$ cat config.mk
export PLATFORM = sky130hd
export DESIGN_NAME = weight_buffer_flat
export DESIGN_NICKNAME = d
export VERILOG_FILES = /design/src/rtl/weight_buf_pkg.sv /design/src/rtl/weight_buffer_if.sv /design/src/rtl/weight_bank.sv /design/src/rtl/weight_buffer.sv /design/src/flat_wrapper.sv
export SDC_FILE = /design/constraint.sdc
export NUM_CORES = 1
export LEC_CHECK = 0
export CAP_MARGIN = 20
export CORE_ASPECT_RATIO = 1.75
export CORE_UTILIZATION = 50
export CTS_CLUSTER_DIAMETER = 40
export DETAILED_ROUTE_END_ITERATION = 12
export PLACE_DENSITY_LB_ADDON = 0.05
export REMOVE_ABC_BUFFERS = 1
export SLEW_MARGIN = 30
export SYNTH_ARGS = -nofsm -noshare
export SYNTH_HDL_FRONTEND = slang
export SYNTH_SLANG_ARGS = --single-unit
$ cat constraint.sdc
create_clock -name clk -period 5.58 [get_ports clk]
set_input_delay 0.558 -clock clk [delete_from_list [all_inputs] [get_ports clk]]
set_output_delay 0.558 -clock clk [all_outputs]
set_load 0.01 [all_outputs]
$ cat src/rtl/weight_buf_pkg.sv
// -----------------------------------------------------------------------------
// weight_buf_pkg
// Shared types and constants for the weight_buffer block.
//   state_t    : fill FSM states
//   LANES      : number of weight lanes delivered per loader beat
//   LOADER_LAT : cycles from load_start to the loader's first weight beat
//   cnt_width  : width of a counter that must reach the value 'depth'
// -----------------------------------------------------------------------------
package weight_buf_pkg;

   localparam int LANES      = 4;
   localparam int LOADER_LAT = 2;

   typedef enum logic [1:0] {
      ST_IDLE,
      ST_ISSUE,
      ST_DRAIN,
      ST_HOLD
   } state_t;

   // Counters count up to 'depth' inclusive, so they need one extra code point.
   function automatic int cnt_width(input int depth);
      return (depth < 1) ? 1 : $clog2(depth + 1);
   endfunction

endpackage

$ cat src/rtl/weight_buffer_if.sv
// -----------------------------------------------------------------------------
// weight_buffer_if
// Loader-side and PE-side signals of the weight buffer.
//   fill_req           : controller wants the next kernel set loaded (level)
//   load_start         : one-cycle pulse starting a loader burst
//   weight_load_done   : one-cycle pulse ending the loader burst
//   weight0..weight3   : lane data from the loader
//   weight_vld         : lane data valid
//   kernel0..kernel3   : front-bank kernels, beat i at [i*WEIGHT_WIDTH +: WEIGHT_WIDTH]
//   kernel_vld         : front bank holds a complete kernel set
//   kernel_rdy         : PE array accepts the front kernel set
//   busy               : fill FSM is not idle
// Modports: slave = the weight buffer, master = its environment.
// -----------------------------------------------------------------------------
interface weight_buffer_if #(
   parameter int WEIGHT_WIDTH = 8,
   parameter int KERNEL_SIZE  = 9
);
   logic                                  fill_req;
   logic                                  load_start;
   logic                                  weight_load_done;
   logic [WEIGHT_WIDTH-1:0]               weight0;
   logic [WEIGHT_WIDTH-1:0]               weight1;
   logic [WEIGHT_WIDTH-1:0]               weight2;
   logic [WEIGHT_WIDTH-1:0]               weight3;
   logic                                  weight_vld;
   logic [KERNEL_SIZE*WEIGHT_WIDTH-1:0]   kernel0;
   logic [KERNEL_SIZE*WEIGHT_WIDTH-1:0]   kernel1;
   logic [KERNEL_SIZE*WEIGHT_WIDTH-1:0]   kernel2;
   logic [KERNEL_SIZE*WEIGHT_WIDTH-1:0]   kernel3;
   logic                                  kernel_vld;
   logic                                  kernel_rdy;
   logic                                  busy;

   modport slave (
      input  fill_req, weight0, weight1, weight2, weight3, weight_vld, kernel_rdy,
      output load_start, weight_load_done, kernel0, kernel1, kernel2, kernel3,
             kernel_vld, busy
   );

   modport master (
      output fill_req, weight0, weight1, weight2, weight3, weight_vld, kernel_rdy,
      input  load_start, weight_load_done, kernel0, kernel1, kernel2, kernel3,
             kernel_vld, busy
   );
endinterface

$ cat src/rtl/weight_bank.sv
// -----------------------------------------------------------------------------
// weight_bank
// One kernel bank: LANES x KERNEL_SIZE weight registers.
//   clk, rst  : clock, synchronous active-high reset (clears the bank)
//   i_we      : write one beat (all lanes) into slot i_slot
//   i_slot    : slot index, 0..KERNEL_SIZE-1
//   i_lanes   : lane data for the beat
//   o_kernel  : flattened per-lane kernels, slot i at [i*WEIGHT_WIDTH +: WEIGHT_WIDTH]
// -----------------------------------------------------------------------------
module weight_bank
   import weight_buf_pkg::*;
#(
   parameter int WEIGHT_WIDTH = 8,
   parameter int KERNEL_SIZE  = 9,
   parameter int CNT_W        = cnt_width(KERNEL_SIZE)
) (
   input  logic                                           clk,
   input  logic                                           rst,
   input  logic                                           i_we,
   input  logic [CNT_W-1:0]                               i_slot,
   input  logic [LANES-1:0][WEIGHT_WIDTH-1:0]             i_lanes,
   output logic [LANES-1:0][KERNEL_SIZE*WEIGHT_WIDTH-1:0] o_kernel
);

   logic [LANES-1:0][KERNEL_SIZE*WEIGHT_WIDTH-1:0] r_kernel;

   always_ff @(posedge clk) begin
      if (rst) begin
         // NOTE: the bank is reset on purpose so the kernels read zero out of
         // reset; this keeps it in flops rather than a RAM macro.
         r_kernel <= '0;
      end else if (i_we) begin
         // Slot decode by comparison keeps out-of-range indices harmless.
         for (int s = 0; s < KERNEL_SIZE; s++) begin
            if (i_slot == CNT_W'(s)) begin
               for (int l = 0; l < LANES; l++) begin
                  // NOTE: non-blocking assignment for every flop, so all
                  // registers update together at the edge.
                  r_kernel[l][s*WEIGHT_WIDTH +: WEIGHT_WIDTH] <= i_lanes[l];
               end
            end
         end
      end
   end

   assign o_kernel = r_kernel;

endmodule

$ cat src/rtl/weight_buffer.sv
// -----------------------------------------------------------------------------
// weight_buffer
// Requests a kernel set from the weight loader, counts the four-lane weight
// stream into a fill bank, ends the loader burst with a timed
// weight_load_done pulse and presents the completed set to the PE array
// through the kernel_vld/kernel_rdy handshake.
//   clk  : clock
//   rst  : synchronous active-high reset
//   bus  : weight_buffer_if.slave (loader and PE-array signals)
// Build option: WEIGHT_BUF_DOUBLE_EN selects two ping-pong banks so the next
// kernel set loads while the front set is in use; otherwise one bank is used
// and a fill only starts while nothing is presented.
// -----------------------------------------------------------------------------
module weight_buffer
   import weight_buf_pkg::*;
#(
   parameter int WEIGHT_WIDTH = 8,
   parameter int KERNEL_SIZE  = 9
) (
   input  logic           clk,
   input  logic           rst,
   weight_buffer_if.slave bus
);

   localparam int               CNT_W  = cnt_width(KERNEL_SIZE);
   localparam int               KW     = KERNEL_SIZE * WEIGHT_WIDTH;
   localparam logic [CNT_W-1:0] K_CNT  = CNT_W'(KERNEL_SIZE);
   localparam logic [CNT_W-1:0] K_LAST = CNT_W'(KERNEL_SIZE - 1);
`ifdef WEIGHT_BUF_DOUBLE_EN
   localparam int NBANKS = 2;
`else
   localparam int NBANKS = 1;
`endif

   state_t              r_state, w_state_next;
   logic [CNT_W-1:0]    r_issue_cnt, w_issue_cnt_next;
   logic [CNT_W-1:0]    r_rx_cnt, w_rx_cnt_next;
   logic                r_load_start, w_load_start_next;
   logic                r_load_done, w_load_done_next;
   logic                r_kernel_vld, w_kernel_vld_next;
`ifdef WEIGHT_BUF_DOUBLE_EN
   logic                r_front_sel, w_front_sel_next;   // bank presented to the PEs
   logic                r_back_full, w_back_full_next;   // fill bank complete, waiting
`endif

   logic                w_hs, w_rx_en, w_fill_done, w_front_free, w_fill_free;
   logic [NBANKS-1:0]   w_bank_we;
   logic [LANES-1:0][WEIGHT_WIDTH-1:0] w_lanes;
   logic [LANES-1:0][KW-1:0]           w_bank_kernel [NBANKS];
   logic [LANES-1:0][KW-1:0]           w_front;

   assign w_lanes = {bus.weight3, bus.weight2, bus.weight1, bus.weight0};
   assign w_hs    = r_kernel_vld && bus.kernel_rdy;
   assign w_rx_en = ((r_state == ST_ISSUE) || (r_state == ST_DRAIN)) &&
                    bus.weight_vld && (r_rx_cnt < K_CNT);
   // The last beat completes the bank in the cycle it is written, which lets
   // kernel_vld rise on the cycle right after that beat.
   assign w_fill_done  = (r_rx_cnt == K_CNT) || (w_rx_en && (r_rx_cnt == K_LAST));
   // A front set being accepted this cycle counts as empty: no bubble.
   assign w_front_free = !r_kernel_vld || w_hs;

`ifdef WEIGHT_BUF_DOUBLE_EN
   assign w_fill_free = !r_back_full;
   assign w_bank_we   = w_rx_en ? (r_front_sel ? 2'b01 : 2'b10) : 2'b00;
   assign w_front     = r_front_sel ? w_bank_kernel[1] : w_bank_kernel[0];
`else
   assign w_fill_free = !r_kernel_vld;
   assign w_bank_we   = w_rx_en;
   assign w_front     = w_bank_kernel[0];
`endif

   for (genvar b = 0; b < NBANKS; b++) begin : g_bank
      weight_bank #(
         .WEIGHT_WIDTH (WEIGHT_WIDTH),
         .KERNEL_SIZE  (KERNEL_SIZE),
         .CNT_W        (CNT_W)
      ) u_bank (
         .clk      (clk),
         .rst      (rst),
         .i_we     (w_bank_we[b]),
         .i_slot   (r_rx_cnt),
         .i_lanes  (w_lanes),
         .o_kernel (w_bank_kernel[b])
      );
   end

   always_comb begin
      // NOTE: every signal gets a default before the case, so no path leaves
      // one unassigned and no latch is inferred.
      w_state_next      = r_state;
      w_issue_cnt_next  = r_issue_cnt;
      w_rx_cnt_next     = r_rx_cnt;
      w_load_start_next = 1'b0;
      w_load_done_next  = 1'b0;
      w_kernel_vld_next = r_kernel_vld && !w_hs;
`ifdef WEIGHT_BUF_DOUBLE_EN
      w_front_sel_next  = r_front_sel;
      w_back_full_next  = r_back_full;
`endif
      if (w_rx_en) begin
         w_rx_cnt_next = r_rx_cnt + 1'b1;
      end

      unique case (r_state)
         ST_IDLE: begin
            if (bus.fill_req && w_fill_free) begin
               w_load_start_next = 1'b1;
               w_issue_cnt_next  = '0;
               w_rx_cnt_next     = '0;
               w_state_next      = ST_ISSUE;
            end
         end
         ST_ISSUE: begin
            // Registered pulse lands exactly KERNEL_SIZE cycles after load_start.
            w_issue_cnt_next = r_issue_cnt + 1'b1;
            if (r_issue_cnt == K_LAST) begin
               w_load_done_next = 1'b1;
               w_state_next     = ST_DRAIN;
            end
         end
         ST_DRAIN: begin
            if (w_fill_done) begin
               if (w_front_free) begin
                  w_kernel_vld_next = 1'b1;
`ifdef WEIGHT_BUF_DOUBLE_EN
                  w_front_sel_next  = !r_front_sel;
                  w_state_next      = ST_IDLE;
`else
                  w_state_next      = ST_HOLD;
`endif
               end else begin
`ifdef WEIGHT_BUF_DOUBLE_EN
                  w_back_full_next  = 1'b1;
`endif
                  w_state_next      = ST_HOLD;
               end
            end
         end
         ST_HOLD: begin
            if (w_hs) begin
`ifdef WEIGHT_BUF_DOUBLE_EN
               // Completed back bank replaces the accepted front set.
               w_front_sel_next  = !r_front_sel;
               w_back_full_next  = 1'b0;
               w_kernel_vld_next = 1'b1;
`endif
               w_state_next      = ST_IDLE;
            end
         end
         default: w_state_next = ST_IDLE;
      endcase
   end

   always_ff @(posedge clk) begin
      if (rst) begin
         r_state      <= ST_IDLE;
         r_issue_cnt  <= '0;
         r_rx_cnt     <= '0;
         r_load_start <= 1'b0;
         r_load_done  <= 1'b0;
         r_kernel_vld <= 1'b0;
`ifdef WEIGHT_BUF_DOUBLE_EN
         r_front_sel  <= 1'b0;
         r_back_full  <= 1'b0;
`endif
      end else begin
         r_state      <= w_state_next;
         r_issue_cnt  <= w_issue_cnt_next;
         r_rx_cnt     <= w_rx_cnt_next;
         r_load_start <= w_load_start_next;
         r_load_done  <= w_load_done_next;
         r_kernel_vld <= w_kernel_vld_next;
`ifdef WEIGHT_BUF_DOUBLE_EN
         r_front_sel  <= w_front_sel_next;
         r_back_full  <= w_back_full_next;
`endif
      end
   end

   assign bus.load_start       = r_load_start;
   assign bus.weight_load_done = r_load_done;
   assign bus.kernel_vld       = r_kernel_vld;
   assign bus.busy             = (r_state != ST_IDLE);
   assign bus.kernel0          = w_front[0];
   assign bus.kernel1          = w_front[1];
   assign bus.kernel2          = w_front[2];
   assign bus.kernel3          = w_front[3];

endmodule

$ cat src/flat_wrapper.sv
// flat-port wrapper written by rule: the top's interface ports become plain ports
module weight_buffer_flat import weight_buf_pkg::*;
#(
   parameter int WEIGHT_WIDTH = 8,
   parameter int KERNEL_SIZE  = 9
)
  (clk, rst, bus_fill_req, bus_weight0, bus_weight1, bus_weight2, bus_weight3, bus_weight_vld, bus_kernel_rdy, bus_load_start, bus_weight_load_done, bus_kernel0, bus_kernel1, bus_kernel2, bus_kernel3, bus_kernel_vld, bus_busy);
  weight_buffer_if #(.WEIGHT_WIDTH(WEIGHT_WIDTH), .KERNEL_SIZE(KERNEL_SIZE)) bus_i ();
  input  logic clk;
  input  logic rst;
  input wire logic [$bits(bus_i.fill_req)-1:0] bus_fill_req;
  input wire logic [$bits(bus_i.weight0)-1:0] bus_weight0;
  input wire logic [$bits(bus_i.weight1)-1:0] bus_weight1;
  input wire logic [$bits(bus_i.weight2)-1:0] bus_weight2;
  input wire logic [$bits(bus_i.weight3)-1:0] bus_weight3;
  input wire logic [$bits(bus_i.weight_vld)-1:0] bus_weight_vld;
  input wire logic [$bits(bus_i.kernel_rdy)-1:0] bus_kernel_rdy;
  output wire logic [$bits(bus_i.load_start)-1:0] bus_load_start;
  output wire logic [$bits(bus_i.weight_load_done)-1:0] bus_weight_load_done;
  output wire logic [$bits(bus_i.kernel0)-1:0] bus_kernel0;
  output wire logic [$bits(bus_i.kernel1)-1:0] bus_kernel1;
  output wire logic [$bits(bus_i.kernel2)-1:0] bus_kernel2;
  output wire logic [$bits(bus_i.kernel3)-1:0] bus_kernel3;
  output wire logic [$bits(bus_i.kernel_vld)-1:0] bus_kernel_vld;
  output wire logic [$bits(bus_i.busy)-1:0] bus_busy;
  assign bus_i.fill_req = bus_fill_req;
  assign bus_i.weight0 = bus_weight0;
  assign bus_i.weight1 = bus_weight1;
  assign bus_i.weight2 = bus_weight2;
  assign bus_i.weight3 = bus_weight3;
  assign bus_i.weight_vld = bus_weight_vld;
  assign bus_i.kernel_rdy = bus_kernel_rdy;
  assign bus_load_start = bus_i.load_start;
  assign bus_weight_load_done = bus_i.weight_load_done;
  assign bus_kernel0 = bus_i.kernel0;
  assign bus_kernel1 = bus_i.kernel1;
  assign bus_kernel2 = bus_i.kernel2;
  assign bus_kernel3 = bus_i.kernel3;
  assign bus_kernel_vld = bus_i.kernel_vld;
  assign bus_busy = bus_i.busy;
  weight_buffer #(.WEIGHT_WIDTH(WEIGHT_WIDTH), .KERNEL_SIZE(KERNEL_SIZE)) u_core (.clk(clk), .rst(rst), .bus(bus_i));
endmodule
==> summary.txt, run 1 <==
Outcome
  – Status: finished, final reports clean

STA
  – Slew @ Worst Pin: 907 ps
  – Fin Hold WS: about 450 ps
  – Hold Fails Final Rpt: 0
  – Final min period: roughly 2600 ps
  – Setup violators final: 0
  – Final max-slew violation count: 0
  – Final period util: 45.9%
  – Clock Skew: 10.1 ps
  – Worst slew margin: around 40%
  – TNS Setup: 0 ps
  – RSZ-0062 raised after global routing: false
  – Max Freq: 0.390 GHz

Synthesis
  – Top post-synthesis cells by count: nand2_1 (592), dfxtp_1 (301), a21oi_1 (295)
  – Mux contribution to synthesized area: less than 1%
  – Asr flop ratio synth: 0%
  – Post-synth EDFFs: 0
  – Synth top area share: 55.5%
  – Count leader, synth: nand2_1
  – Synth Area in XOR/XNOR: 0.0806%
  – Top_reg_cell synth: dfxtp_1
  – Post-synth top area cell: dfxtp_1
  – Seq/Total Area, Yosys: 55.5%
  – Avg Inst Size Synth: slightly below 8 µm²
  – Synth cell types: 30
  – Synth Area in Adders: between 1 and 1.5%
  – Mapped Cells: 1,386
  – Yosys warns: 0
  – Largest family of logic cells by synthesized area: simple AND/OR/NAND/NOR gates
  – Synth Area in Compound Gates: 14.1%
  – Yosys reg bits: 301
  – Cell Area, Synth: around 0.011 mm²
  – Simple-gate area share of the yosys netlist: between 20% and 30%
  – Area contributors post-synth: dfxtp_1 (55%), nand2_1 (20%), a21oi_1 (14%)

Clocking
  – Cts repair resizes: 0
  – Root Driver: clkbuf_16
  – Clk sinks: 301
  – Hold Buf Count CTS: 0
  – Clock transition at the registers of the reported paths: approximately 70 ps
  – H-Tree Depth: 1
  – CTS tree: built
  – CTS buffer count: 28
  – Skew-Pair Late Insertion Delay: 540 ps
  – Clock buffer depth: 3
  – Setup repair bufs after CTS: 0

Finish
  – Share of cells above drive strength 1: roughly 4.3%
  – Layout fillers: 1,758
  – # diodes: 0
  – Final Cell Area: 0.0150 mm²
  – Synth-to-Final Area Change: 37.7%
  – Layout Utilization: 69.8%
  – Nets: 1,670

Critical path
  – Data arrival time of the worst path: 3020 ps
  – WS Path Type: register to register
  – Cell mode on critical path: nand2_1
  – Crit path max fanout: 17
  – WP buf/inv: 2
  – Max incr delay on CP: 650 ps
  – Critical Path RT: 6030 ps
  – Kind of cell adding the most delay to the critical path: simple AND/OR/NAND/NOR gates
  – Worst Setup End Kind: register
  – Crit-path slowest cell: nand2_1
  – RR Startpoint: u_core.r_state[0]
  – R2r endpoint: u_core.g_bank[0].u_bank.o_kernel[87]
  – Worst Reg-to-Reg Cells: 7
  – Worst-path cell chain: inv_1 -> ha_1 -> and4bb_2 -> nand2_1 -> buf_4 -> nand2_1 -> a21oi_1
  – Setup slack, reg-to-reg: between 3000 and 4000 ps
  – Startpoint types: register

GRT
  – GRT Residual Overflow: 0
  – All-Layer GR Usage: 31.2%
  – Initial antenna violation count: 0
  – Number of global-route vias before repair: about 9,500
  – Largest net degree at the start of global routing: roughly 170
  – First-pass GRT wire length: 53.7 mm

Worst hold path
  – Hold depth: 2
  – Worst Hold Class: register to register
  – Hold path endpoint: u_core.g_bank[0].u_bank.o_kernel[196]
  – HP Start: u_core.g_bank[0].u_bank.o_kernel[196]

Die
  – DIE HEIGHT: about 200 µm
  – Die ar.: between 0.02 and 0.025 mm²
  – Starting density of the core: 50.7%
  – Site Rows: 71
  – IO Count: 329
  – Core area: 0.0214 mm²
  – Die Width: 113 µm

Pwr
  – LEAKAGE: between 0.004 and 0.005 µW
  – Power, Total: 4880 µW
  – Peak VDD IR: between 300 and 400 µV
  – Pwr Density: 326 mW/mm²

Drt
  – Final antenna-violating net count: 0
  – Post-Route WL: 35.3 mm
  – Vias: 9,984
  – Iteration-0 DRC Markers: 698
  – DRC viols: 0
  – 1st-pass router iterations: 5
  – Wire length per cell: 18.2 µm
  – Post-DR vias/cell: 5.16

Placement
  – Placed cell area: 0.0140 mm²
  – GP Congestion: approximately 0.8
  – Placed wire-length estimate: 22.1 mm
  – I/O Buffers: about 330

Run
  – Maximum capacitance violations: 0
## worst register-to-register path: cells and delay by family (launching register included)
kind            cells  cell delay [ps]
buf+inv             2              520
fa+ha+maj           1              350
simple gates        3             1060
compound gates      1              190
flops               1              360
## logic make-up after synthesis
kind of cell,count (synthesis)
AND/OR/NAND/NOR,630
flip-flops,301
buffers and inverters,137
AO/OA/AOI/OAI,303
XOR/XNOR,1
multiplexers,3
adder cells (fa/ha/maj),11
## placed cells by master (no fill, tap or decap), drive strengths merged, types with 3 or more instances in the layout
master / n
nand2: 592
clkdlybuf4s50: 327
dfxtp: 301
a21oi: 295
clkbuf: 37
ha: 11
inv: 11
and2: 9
nor2: 8
buf: 8
clkinv: 8
nand2b: 7
nand3: 4
bufinv: 4
mux2i: 3
## report_power, final
part | switching, µW | leakage, µW | total [µW] | internal, µW
clock | 852 | 0.000488 | 2030 | 1170
sequential | 40.8 | 0.00243 | 2260 | 2220
combinational | 360 | 0.00199 | 589 | 229
## worst max path at each step
stage / startpoint / end / slack [ps] / depth (start not counted)
after floorplan: u_core.r_state[1] / u_core.r_state[0] / 3100 / 6
after global placement: bus_weight_vld / u_core.g_bank[0].u_bank.o_kernel[129] / 2760 / 5
after detailed placement: bus_weight_vld / u_core.g_bank[0].u_bank.o_kernel[87] / 2830 / 6
after CTS: u_core.r_state[0] / u_core.g_bank[0].u_bank.o_kernel[87] / 3010 / 7
after global routing: u_core.r_state[1] / u_core.g_bank[0].u_bank.o_kernel[81] / 2890 / 7
final: u_core.r_state[0] / u_core.g_bank[0].u_bank.o_kernel[87] / 3020 / 7
## per-layer routing
metal | share of wire, % | vias to the layer above | track usage, %
li1 | - | 4884 | -
met1 | 38 | 4690 | 34.3
met2 | 51 | 330 | 55.8
met3 | 6.6 | 80 | 7.13
met4 | 4.9 | 0 | 15.4
met5 | 0 | - | 0
## cell type report
| cell class | count | area [µm²] | share of cell area, % |
|---|---|---|---|
| multi-input cells | 948 | 4190 | 28.0 |
| repair buffers | 336 | 3360 | 22.5 |
| well taps | 292 | 365 | 2.44 |
| clock buffers | 36 | 771 | 5.15 |
| clock inverters | 16 | 214 | 1.43 |
| inverters | 7 | 26.3 | 0.176 |
| flip-flops and latches | 301 | 6030 | 40.3 |
## state kept, by name, indices dropped and copies added (netlist names)
name	flops
u_core.r_state	2
u_core.r_issue_cnt	4
u_core.r_rx_cnt	4
u_core.g_bank.u_bank.o_kernel	288
u_core.bus.kernel_vld	1
u_core.bus.weight_load_done	1
u_core.bus.load_start	1
## through the flow
stage          setup WS (ps)  cells
5_1_grt                 2890   1936
6_report                3020   1936
3_3_place_gp            2760   1883
3_5_place_dp            2830   1884
2_1_floorplan           3100   1256
4_1_cts                 3010   1936
No activity file was read; power rests on OpenSTA's default activity.
==> inputs of run 2 (changes only) <==
Settings changed: CORE_UTILIZATION 50 to 47.
Clock period 5.58 ns to 2.4 ns, I/O delays scaled along.
==> run 2 against run 1 <==
Net effect: count of clock-buffer cells in the layout grew 1; sequential share of layout area shrank 0.81 points; sequential cell count is the same; utilization fell by 2.7 points; critical endpoint is now u_core.g_bank[0].u_bank.o_kernel[240].
==> summary.txt, run 2 (same netlist as run 1, synthesis figures left out) <==
Critical path
  – CP Launch Point: u_core.r_state[0] (unchanged)
  – R2r endpoint: u_core.g_bank[0].u_bank.o_kernel[240] (was u_core.g_bank[0].u_bank.o_kernel[87])
  – Crit-path slowest cell: and2_2 (was nand2_1)
  – RR Startpoint: u_core.r_state[0] (unchanged)
  – Kind of cell adding the most delay to the critical path: simple AND/OR/NAND/NOR gates (unchanged)
  – Data arrival time of the worst path: 2670 ps (was 3020 ps)
  – Worst Reg-to-Reg Cells: 7 (unchanged)
  – Critical Path RT: 2880 ps (was 6030 ps)
  – CP endpoint: u_core.g_bank[0].u_bank.o_kernel[240] (was u_core.g_bank[0].u_bank.o_kernel[87])
  – Startpoint types: register (unchanged)
  – Setup slack, reg-to-reg: 210 ps (was 3020 ps)
  – Crit path max fanout: 12 (was 17)
  – Cell count along the critical path: 7 (unchanged)
  – Worst Setup End Kind: register (unchanged)
  – Worst-path cell chain: inv_1 -> ha_1 -> and4bb_2 -> and2_2 -> buf_4 -> nand2_1 -> a21oi_1 (was inv_1 -> ha_1 -> and4bb_2 -> nand2_1 -> buf_4 -> nand2_1 -> a21oi_1)
  – Max incr delay on CP: 410 ps (was 650 ps)
  – WP buf/inv: 2 (unchanged)
  – WS Path Type: register to register (unchanged)

Drt
  – 1st-pass router iterations: 8 (was 5)
  – DRC viols: 0 (unchanged)
  – Post-Route WL: 36.4 mm (was 35.3 mm)
  – Final antenna-violating net count: 0 (unchanged)
  – Vias: 10,200 (was 9,984)
  – Post-DR vias/cell: 5.16 (about the same)
  – Iteration-0 DRC Markers: 669 (was 698)
  – Wire length per cell: 18.4 µm (was 18.2 µm)

STA
  – Max Freq: 0.456 GHz (was 0.390 GHz)
  – RSZ-0062 raised after global routing: false (unchanged)
  – Final min period: 2190 ps (was 2560 ps)
  – Worst slew margin: 67.3% (was 39.5%)
  – TNS Setup: 0 ps (unchanged)
  – Final max-slew violation count: 0 (unchanged)
  – Hold Fails Final Rpt: 0 (unchanged)
  – Final period util: 91.4% (was 45.9%)
  – Slew @ Worst Pin: 489 ps (was 907 ps)
  – Setup ws final: 207 ps (was 3020 ps)
  – Setup violators final: 0 (unchanged)
  – Clock Skew: 10.9 ps (was 10.1 ps)

Die
  – Core area: 0.0227 mm² (was 0.0214 mm²)
  – Starting density of the core: 47.8% (was 50.7%)
  – IO Count: 329 (unchanged)
  – Site Rows: 73 (was 71)
  – Die Width: 117 µm (was 113 µm)
  – DIE HEIGHT: 203 µm (was 197 µm)
  – Die ar.: 0.0237 mm² (was 0.0223 mm²)

Finish
  – Share of cells above drive strength 1: 6.38% (was 4.32%)
  – # diodes: 0 (unchanged)
  – Max reg flops: 288 (unchanged)
  – Layout fillers: 1,939 (was 1,758)
  – Most common cell after layout, fill and taps aside: nand2_1 (unchanged)
  – Synth-to-Final Area Change: 40.5% (was 37.7%)
  – Most frequent cells in the layout: nand2_1 (584), clkdlybuf4s50_1 (327), dfxtp_1 (301) (was nand2_1 (589), clkdlybuf4s50_1 (327), dfxtp_1 (301))
  – Final std cells w/o fill: 1,976 (was 1,936)
  – Nets: 1,702 (was 1,670)
  – Area of the multi-input gates: 0.00420 mm² (was 0.00419 mm²)
  – Layout Utilization: 67.1% (was 69.8%)
  – FF+latch area: 0.00603 mm² (unchanged)

GRT
  – First-pass GRT wire length: 54.7 mm (was 53.7 mm)
  – All-Layer GR Usage: 30.5% (was 31.2%)
  – GRT Residual Overflow: 0 (unchanged)
  – Number of global-route vias before repair: 9,672 (was 9,542)
  – Initial antenna violation count: 0 (unchanged)
  – Largest net degree at the start of global routing: 81 (was 173)

Clocking
  – Skew-Pair Late Insertion Delay: 560 ps (was 540 ps)
  – H-Tree Depth: 1 (unchanged)
  – Clock buffer depth: 3 (unchanged)
  – Hold Buf Count CTS: 0 (unchanged)
  – CTS buffer count: 29 (was 28)
  – Cts repair resizes: 0 (unchanged)
  – Setup repair bufs after CTS: 0 (unchanged)
  – CTS tree: built (unchanged)
  – Clk sinks: 301 (unchanged)
  – Root Driver: clkbuf_16 (unchanged)
  – Clock transition at the registers of the reported paths: 60 ps (was 70 ps)

Worst hold path
  – Hold depth: 2 (unchanged)
  – Worst Hold Class: input pin to register (was register to register)
  – HP Start: rst (was u_core.g_bank[0].u_bank.o_kernel[196])

Placement
  – Placed wire-length estimate: 25.1 mm (was 22.1 mm)
  – Pre-CTS WS: 260 ps (was 2830 ps)
  – Cells after DPL: 1,923 (was 1,884)
  – GP Congestion: 0.825 (was 0.809)
  – I/O Buffers: 328 (unchanged)

Pwr
  – Pwr Density: 736 mW/mm² (was 326 mW/mm²)
  – LEAKAGE: 0.00505 µW (was 0.00490 µW)
  – Peak VDD IR: 670 µV (was 330 µV)

Run
  – Maximum capacitance violations: 0 (unchanged)

Outcome
  – Status: finished, final reports clean (unchanged)
==> run 2: cell types whose count changed in the layout (fill, tap and decap cells not counted), sizes merged <==
| cell | before | now |
|---|---|---|
| buf | 8 | 39 |
| inv | 11 | 8 |
| clkinvlp | 0 | 7 |
| bufinv | 4 | 2 |
| clkinv | 8 | 6 |
| clkbuf | 37 | 38 |
==> run 2: power by group <==
group          switching [µW]  leakage (µW)  internal, µW
clock                    1970      0.000442          2540
sequential                103       0.00243          5160
combinational             858       0.00218           591
==> run 2: worst register-to-register path, cell delays in order, from the launching register on <==
cell	delay, ps
dfxtp_1	370
inv_1	90
ha_1	330
and4bb_2	370
and2_2	410
buf_4	320
nand2_1	90
a21oi_1	130
==> run 2: worst min path at each step <==
stage	endpoint
floorplan	u_core.bus.kernel_vld
global placement	u_core.g_bank[0].u_bank.o_kernel[59]
detailed placement	u_core.g_bank[0].u_bank.o_kernel[241]
CTS	u_core.g_bank[0].u_bank.o_kernel[176]
global route	u_core.g_bank[0].u_bank.o_kernel[176]
finish	u_core.g_bank[0].u_bank.o_kernel[176]
==> run 2: cell type report <==
cell class,count,area share [%]
Tap cell,300,2.46
Sequential cell,301,39.5
Timing Repair Buffer,367,24.2
Clock buffer,37,5.15
Clock inverter,16,1.02
Multi-Input combinational cell,948,27.5
Inverter,7,0.172
==> run 2: through the flow <==
stage                     power, µW  area, µm²  hold WS, ps
final                         11200      15300          153
after global placement         6790      14300          441
after floorplan                5950      10200          309
after CTS                     11300      15300          150
after global routing          11600      15300          177
after detailed placement       6820      14300          446
==> run 2: metal layers <==
layer	routed length, µm	track usage (%)	share of wire, %
met4	2100	17.2	5.8
met3	2530	6.15	6.9
met1	13200	32.9	36
met5	0	0	0
met2	18600	54.4	51
